<file path="src/rtl/branch_trace_player.sv">
// Replays a buffered branch trace into a predictor, counts misses and divides out the miss-rate percentage.
// Optional build macro TRACE_SENTINEL_EN: an all-ones record in the buffer ends the replay early.
module branch_trace_player #(
  parameter int DEPTH = 32,
  parameter int AW    = 5
) (
  input  logic          clk,
  input  logic          reset,
  input  logic          wr_en,
  input  logic [AW-1:0] wr_addr,
  input  logic [35:0]   wr_data,
  input  logic [AW:0]   trace_len,
  input  logic          start,
  input  logic          miss,
  output logic [31:0]   b_add,
  output logic          outcome,
  output logic          rec_valid,
  output logic          pred_rst,
  output logic          busy,
  output logic          done,
  output logic [31:0]   miss_count,
  output logic [31:0]   branch_count,
  output logic [6:0]    miss_rate
);

  localparam logic [2:0] S_IDLE   = 3'd0;
  localparam logic [2:0] S_LAUNCH = 3'd1;
  localparam logic [2:0] S_RUN    = 3'd2;
  localparam logic [2:0] S_DIV    = 3'd3;
  localparam logic [2:0] S_DONE   = 3'd4;

  localparam logic [AW:0] DepthL = DEPTH[AW:0];

  logic [2:0]    state_q, state_d;
  logic [AW-1:0] idx_q, idx_d;
  logic [AW:0]   len_q, len_d;
  logic [31:0]   miss_cnt_q, miss_cnt_d;
  logic [31:0]   br_cnt_q, br_cnt_d;
  logic [6:0]    rate_q, rate_d;
  logic          pred_rst_q, pred_rst_d;
  logic [31:0]   num_q, num_d;
  logic [31:0]   den_q, den_d;
  logic [32:0]   rem_q, rem_d;
  logic [31:0]   quot_q, quot_d;
  logic [4:0]    step_q, step_d;

  logic [35:0]   mem_q [DEPTH];
  logic [35:0]   rec;
  logic          is_end;
  logic          drive;
  logic          rec_unused;

  logic          idle_like;
  logic [31:0]   mc_fin, bc_fin;
  logic [32:0]   rem_shift;
  logic          qbit;
  logic [31:0]   quot_next;

  assign idle_like = (state_q == S_IDLE) || (state_q == S_DONE);

  // Trace buffer has no reset so a loaded trace survives an aborted run.
  always_ff @(posedge clk) begin
    if (reset && wr_en && idle_like) begin
      mem_q[wr_addr] <= wr_data;
    end
  end

  assign rec        = mem_q[idx_q];
  assign rec_unused = ^rec[3:1];

`ifdef TRACE_SENTINEL_EN
  assign is_end = (rec == 36'hFFFFFFFFF);
`else
  assign is_end = 1'b0;
`endif

  assign drive        = (state_q == S_RUN) && !is_end;
  assign rec_valid    = drive;
  assign b_add        = drive ? rec[35:4] : 32'd0;
  assign outcome      = drive ? rec[0] : 1'b0;
  assign pred_rst     = pred_rst_q;
  assign busy         = (state_q == S_LAUNCH) || (state_q == S_RUN) || (state_q == S_DIV);
  assign done         = (state_q == S_DONE);
  assign miss_count   = miss_cnt_q;
  assign branch_count = br_cnt_q;
  assign miss_rate    = rate_q;

  always_comb begin
    state_d    = state_q;
    idx_d      = idx_q;
    len_d      = len_q;
    miss_cnt_d = miss_cnt_q;
    br_cnt_d   = br_cnt_q;
    rate_d     = rate_q;
    pred_rst_d = 1'b0;
    num_d      = num_q;
    den_d      = den_q;
    rem_d      = rem_q;
    quot_d     = quot_q;
    step_d     = step_q;
    mc_fin     = miss_cnt_q;
    bc_fin     = br_cnt_q;
    rem_shift  = 33'd0;
    qbit       = 1'b0;
    quot_next  = quot_q;

    case (state_q)
      S_IDLE, S_DONE: begin
        if (start && (trace_len != '0)) begin
          state_d    = S_LAUNCH;
          idx_d      = '0;
          miss_cnt_d = 32'd0;
          br_cnt_d   = 32'd0;
          rate_d     = 7'd0;
          pred_rst_d = 1'b1;
          len_d      = (trace_len > DepthL) ? DepthL : trace_len;
        end
      end

      // One cycle with the predictor held in reset before the first record.
      S_LAUNCH: begin
        state_d = S_RUN;
      end

      S_RUN: begin
        if (!is_end) begin
          mc_fin     = miss_cnt_q + {31'd0, miss};
          bc_fin     = br_cnt_q + 32'd1;
          miss_cnt_d = mc_fin;
          br_cnt_d   = bc_fin;
        end
        if (is_end || ({1'b0, idx_q} == (len_q - 1'b1))) begin
          state_d = S_DIV;
          num_d   = (mc_fin * 32'd100) + (bc_fin >> 1);
          den_d   = bc_fin;
          rem_d   = 33'd0;
          quot_d  = 32'd0;
          step_d  = 5'd0;
        end else begin
          idx_d = idx_q + 1'b1;
        end
      end

      // Restoring divide, one quotient bit per cycle; the half-divisor bias rounds to nearest.
      S_DIV: begin
        if (den_q == 32'd0) begin
          rate_d  = 7'd0;
          state_d = S_DONE;
        end else begin
          rem_shift = {rem_q[31:0], num_q[31]};
          if (rem_shift >= {1'b0, den_q}) begin
            rem_d = rem_shift - {1'b0, den_q};
            qbit  = 1'b1;
          end else begin
            rem_d = rem_shift;
          end
          quot_next = {quot_q[30:0], qbit};
          quot_d    = quot_next;
          num_d     = {num_q[30:0], 1'b0};
          step_d    = step_q + 5'd1;
          if (step_q == 5'd31) begin
            rate_d  = quot_next[6:0];
            state_d = S_DONE;
          end
        end
      end

      default: begin
        state_d = S_IDLE;
      end
    endcase
  end

  always_ff @(posedge clk) begin
    if (!reset) begin
      state_q    <= S_IDLE;
      idx_q      <= '0;
      len_q      <= '0;
      miss_cnt_q <= 32'd0;
      br_cnt_q   <= 32'd0;
      rate_q     <= 7'd0;
      pred_rst_q <= 1'b1;
      num_q      <= 32'd0;
      den_q      <= 32'd0;
      rem_q      <= 33'd0;
      quot_q     <= 32'd0;
      step_q     <= 5'd0;
    end else begin
      state_q    <= state_d;
      idx_q      <= idx_d;
      len_q      <= len_d;
      miss_cnt_q <= miss_cnt_d;
      br_cnt_q   <= br_cnt_d;
      rate_q     <= rate_d;
      pred_rst_q <= pred_rst_d;
      num_q      <= num_d;
      den_q      <= den_d;
      rem_q      <= rem_d;
      quot_q     <= quot_d;
      step_q     <= step_d;
    end
  end

endmodule

</file>
<file path="config.mk">
export PLATFORM = sky130hd
export DESIGN_NAME = branch_trace_player
export DESIGN_NICKNAME = d
export VERILOG_FILES = /design/src/rtl/branch_trace_player.sv
export SDC_FILE = /design/constraint.sdc
export NUM_CORES = 2
export LEC_CHECK = 0
export BUFFER_PORTS_ARGS = -buffer_cell sky130_fd_sc_hd__buf_2
export CORE_ASPECT_RATIO = 0.6
export CORE_MARGIN = 3
export CORE_UTILIZATION = 35
export CTS_BUF_LIST = sky130_fd_sc_hd__clkbuf_2 sky130_fd_sc_hd__clkbuf_4 sky130_fd_sc_hd__clkbuf_8
export DETAILED_ROUTE_END_ITERATION = 7
export SETUP_SLACK_MARGIN = 0.1
export SLEW_MARGIN = 20
export SYNTH_ARGS = -nofsm -noshare
export SYNTH_HDL_FRONTEND = slang
export SYNTH_SLANG_ARGS = --single-unit
</file>
<file path="constraint.sdc">
create_clock -name clk -period 24.2 [get_ports clk]
set_clock_uncertainty 0.15 [all_clocks]
set_input_delay 4.84 -clock clk [delete_from_list [all_inputs] [get_ports clk]]
set_output_delay 4.84 -clock clk [all_outputs]
set_load 0.02 [all_outputs]
</file>
==> impl_metrics.csv <==
group,metric,value,unit
run_status,outcome,"finished, final reports clean",
floorplan,core.rowCount,111,
pwr,p_int,0.00331,W
synth,syn_area_per_cell,16.0,sq um
drt,routed_wl,143000,um
synth,synth_top_family_by_area,"multiplexers",
synth,synth_compound_area_share,5.30,%
synth,synth_seq_cells,1254,
setup_path,arrival,12.32,ns
synth,syn_area,54900,sq um
timing,fmax,0.0850,GHz
pwr,swShare,24.1,%
pwr,switchingPower,0.00105,W
finish,area_delta_synth_final,12.7,%
timing,tns,0,ns
finish,design_area,61900,sq um
pwr,powerDensity,70.5,nW/um^2
drt,firstDrtPassIters,8,
clock_network,h-tree-depth,4,
grt,grt-ovfl-total,0,
synth,synth_flop_cell,"edfxtp_1",
setup_path,worstSetupStartpointType,"input pin",
pwr,p_seq_share,54.0,%
clock_network,cts_tree,"built",
setup_path,crit_type,"input pin to flip-flop",
setup_path,cp-end-kind,"flip-flop",
timing,post-route-period-util,48.6,%
floorplan,fp.dieW,517,um
synth,synth-xor-area-share,2.52,%
synth,synth_nets,3662,
setup_path,slowest_delay,0.49,ns
timing,setup_viol_count_final,0,
timing,slew_viol_final,0,
grt,grt_max_degree,100,
grt,grt_pass1_vias,30409,
synth,synth_simple_gate_area_share,5.71,%
place,globalplace.congestion,0.853,
setup_path,worstPathRequired,24.75,ns
floorplan,fp.coreArea,154000,sq um
synth,yosys_warnings,0,
drt,antenna_left,0,
floorplan,io_pins,160,
drt,wire_per_inst,24.2,um
clock_network,ctsResizeCount,0,
clock_network,clock-sinks,1254,
place,io_buffers,156,
clock_network,clockBufferDepth,3,
synth,muxShareOfSynthArea,14.8,%
setup_path,cpMostUsedCell,"ha_1",
drt,via_per_inst,5.32,
clock_network,clock_latency,0.90,ns
grt,antenna_found_initial,10,
timing,layout_min_cycle_time,11.77,ns
synth,seq_area_frac_synth,65.0,%
pwr,power_frac_comb,6.9,%
pwr,pwr-share-clk,39.0,%
clock_network,cts-root-buf,"clkbuf_8",
floorplan,start_util,35.6,%
synth,synthCells,3438,
synth,synth_edf_count,1056,
finish,num-fill-cells,14035,
drt,drc_errors,0,
setup_path,slowest_stage,"fa_1",
setup_path,critPathTopFamily,"compound AO/OA/AOI/OAI gates",
place,dp_hpwl,82600,um
timing,rsz0062_at_grt,"no",
finish,fin_nets,3890,
grt,track_usage,17.5,%
timing,tightest_slew,1.30,ns
place,placed_area,58300,sq um
min_path,worstHoldPathType,"flip-flop to flip-flop",
grt,grt_pass1_wl,209000,um
clock_network,post_cts_buffers,0,
clock_network,clk_pin_slew,0.06,ns
synth,async_flop_share,0,%
synth,synthAdderAreaFrac,4.26,%
floorplan,die_h,313,um
setup_path,crit_buf_inv,3,
timing,finalHoldViolCount,0,
pwr,p_leak,20.9,nW
pwr,ir_drop,0.0000447,V
clock_network,cts_hold_buffers,0,
setup_path,cp_max_fo,5,
floorplan,die_area,162000,sq um
finish,drive_gt1_share,23.7,%
clock_network,cts_buffers,183,
timing,slew_headroom,12.6,%
synth,synth_cell_type_count,80,
drt,vias,31378,
drt,drt_iter0_markers,3552,
run,cap_violations,0,
==> cell usage after synthesis, drive strengths merged, types with 29 or more instances <==
master | n | area share, %
a21o | 51 | 0.70
a21oi | 168 | 1.5
a22oi | 51 | 0.70
buf | 66 | 0.68
clkbuf | 102 | 0.70
dfxtp | 198 | 7.2
edfxtp | 1056 | 58
ha | 147 | 3.3
inv | 151 | 1.0
mux2i | 70 | 1.3
mux4 | 330 | 14
nand2 | 160 | 1.1
nand3 | 66 | 0.63
nand4 | 29 | 0.35
nor2 | 269 | 1.8
nor3 | 39 | 0.39
o21ai | 88 | 0.80
xnor2 | 101 | 1.6
xor2 | 56 | 0.89
==> power by group through the flow <==
stage                     clock, W  combinational [W]  sequential (W)
final                      0.00170           0.000302         0.00236
after global routing       0.00185           0.000326         0.00236
after CTS                  0.00175           0.000301         0.00236
after detailed placement         0           0.000300         0.00241
after global placement           0           0.000297         0.00241
after floorplan                  0           0.000208         0.00240
==> state kept, by name (all words and copies together), names as in the netlist, named ones only <==
signal / flops
idx_q: 5
miss_rate: 7
step_q: 5
mem_q: 1056
rem_q: 32
num_q: 32
len_q: 6
miss_count: 32
pred_rst: 1
quot_q: 6
branch_count: 32
state_q: 3
den_q: 32
==> stage by stage <==
stage	std cells	utilization (%)	setup WS [ns]	total power [W]	hold WS, ns
global placement	5570	37.8	11.89	0.00270	0.293
CTS	5899	40.1	12.60	0.00441	0.310
finish	5903	40.1	12.43	0.00436	0.305
floorplan	3438	-	13.27	0.00261	0.282
detailed placement	5570	37.8	11.73	0.00271	0.299
global route	5903	40.1	12.11	0.00453	0.325
==> cells in the final DEF (no fill, tap or decap), types with 70 or more instances in the layout <==
cell type and count:
edfxtp_1 1056, mux4_2 330, nor2_1 233, dfxtp_1 193, clkbuf_8 192, a21oi_1 168
nand2_1 159, buf_2 156, inv_1 150, ha_1 147, xnor2_1 100, o21ai_0 81
mux2i_1 70
==> logic make-up after synthesis <==
kind of cell	Yosys count
mux	402
simple gates	669
compound gates	465
flops	1254
buf+inv	319
fa+ha+maj	172
xor+xnor	157
==> cell type report <==
class                      count  area [sq um]  area share, %
clock inverter                92           588          0.950
multi-input combinational   1865         18200           29.4
antenna                        3          7.51         0.0121
inverter                     151           572          0.924
timing repair buffer         211          1230           1.98
clock buffer                 237          2980           4.82
tap                         2090          2620           4.23
sequential                  1254         35700           57.7
==> tightest hold or removal path, cell delays in order, from the launching register on <==
cell     delay, ns
dfxtp_1       0.30
nand2_1       0.05
a21oi_1       0.05
==> layer usage <==
metal	wire length [um]	global-route usage [%]	part of all wire, %
met5	25	0	0.018
met4	2720	4.50	1.9
met1	68100	27.3	48
met3	12400	4.38	8.7
met2	59400	23.9	42
==> path summary, 6_finish.rpt <==
kind / start / to / slack [ns] / cells after the start
max: miss / num_q[31]$_SDFFE_PN0P_ / 12.43 / 29
min: miss_rate[3]$_SDFFE_PN0P_ / miss_rate[3]$_SDFFE_PN0P_ / 0.30 / 2
max reg2reg: miss_count[0]$_SDFFE_PN0P_ / num_q[31]$_SDFFE_PN0P_ / 16.10 / 28
min reg2reg: miss_rate[3]$_SDFFE_PN0P_ / miss_rate[3]$_SDFFE_PN0P_ / 0.30 / 2
Power figures use the tool's default switching activity.
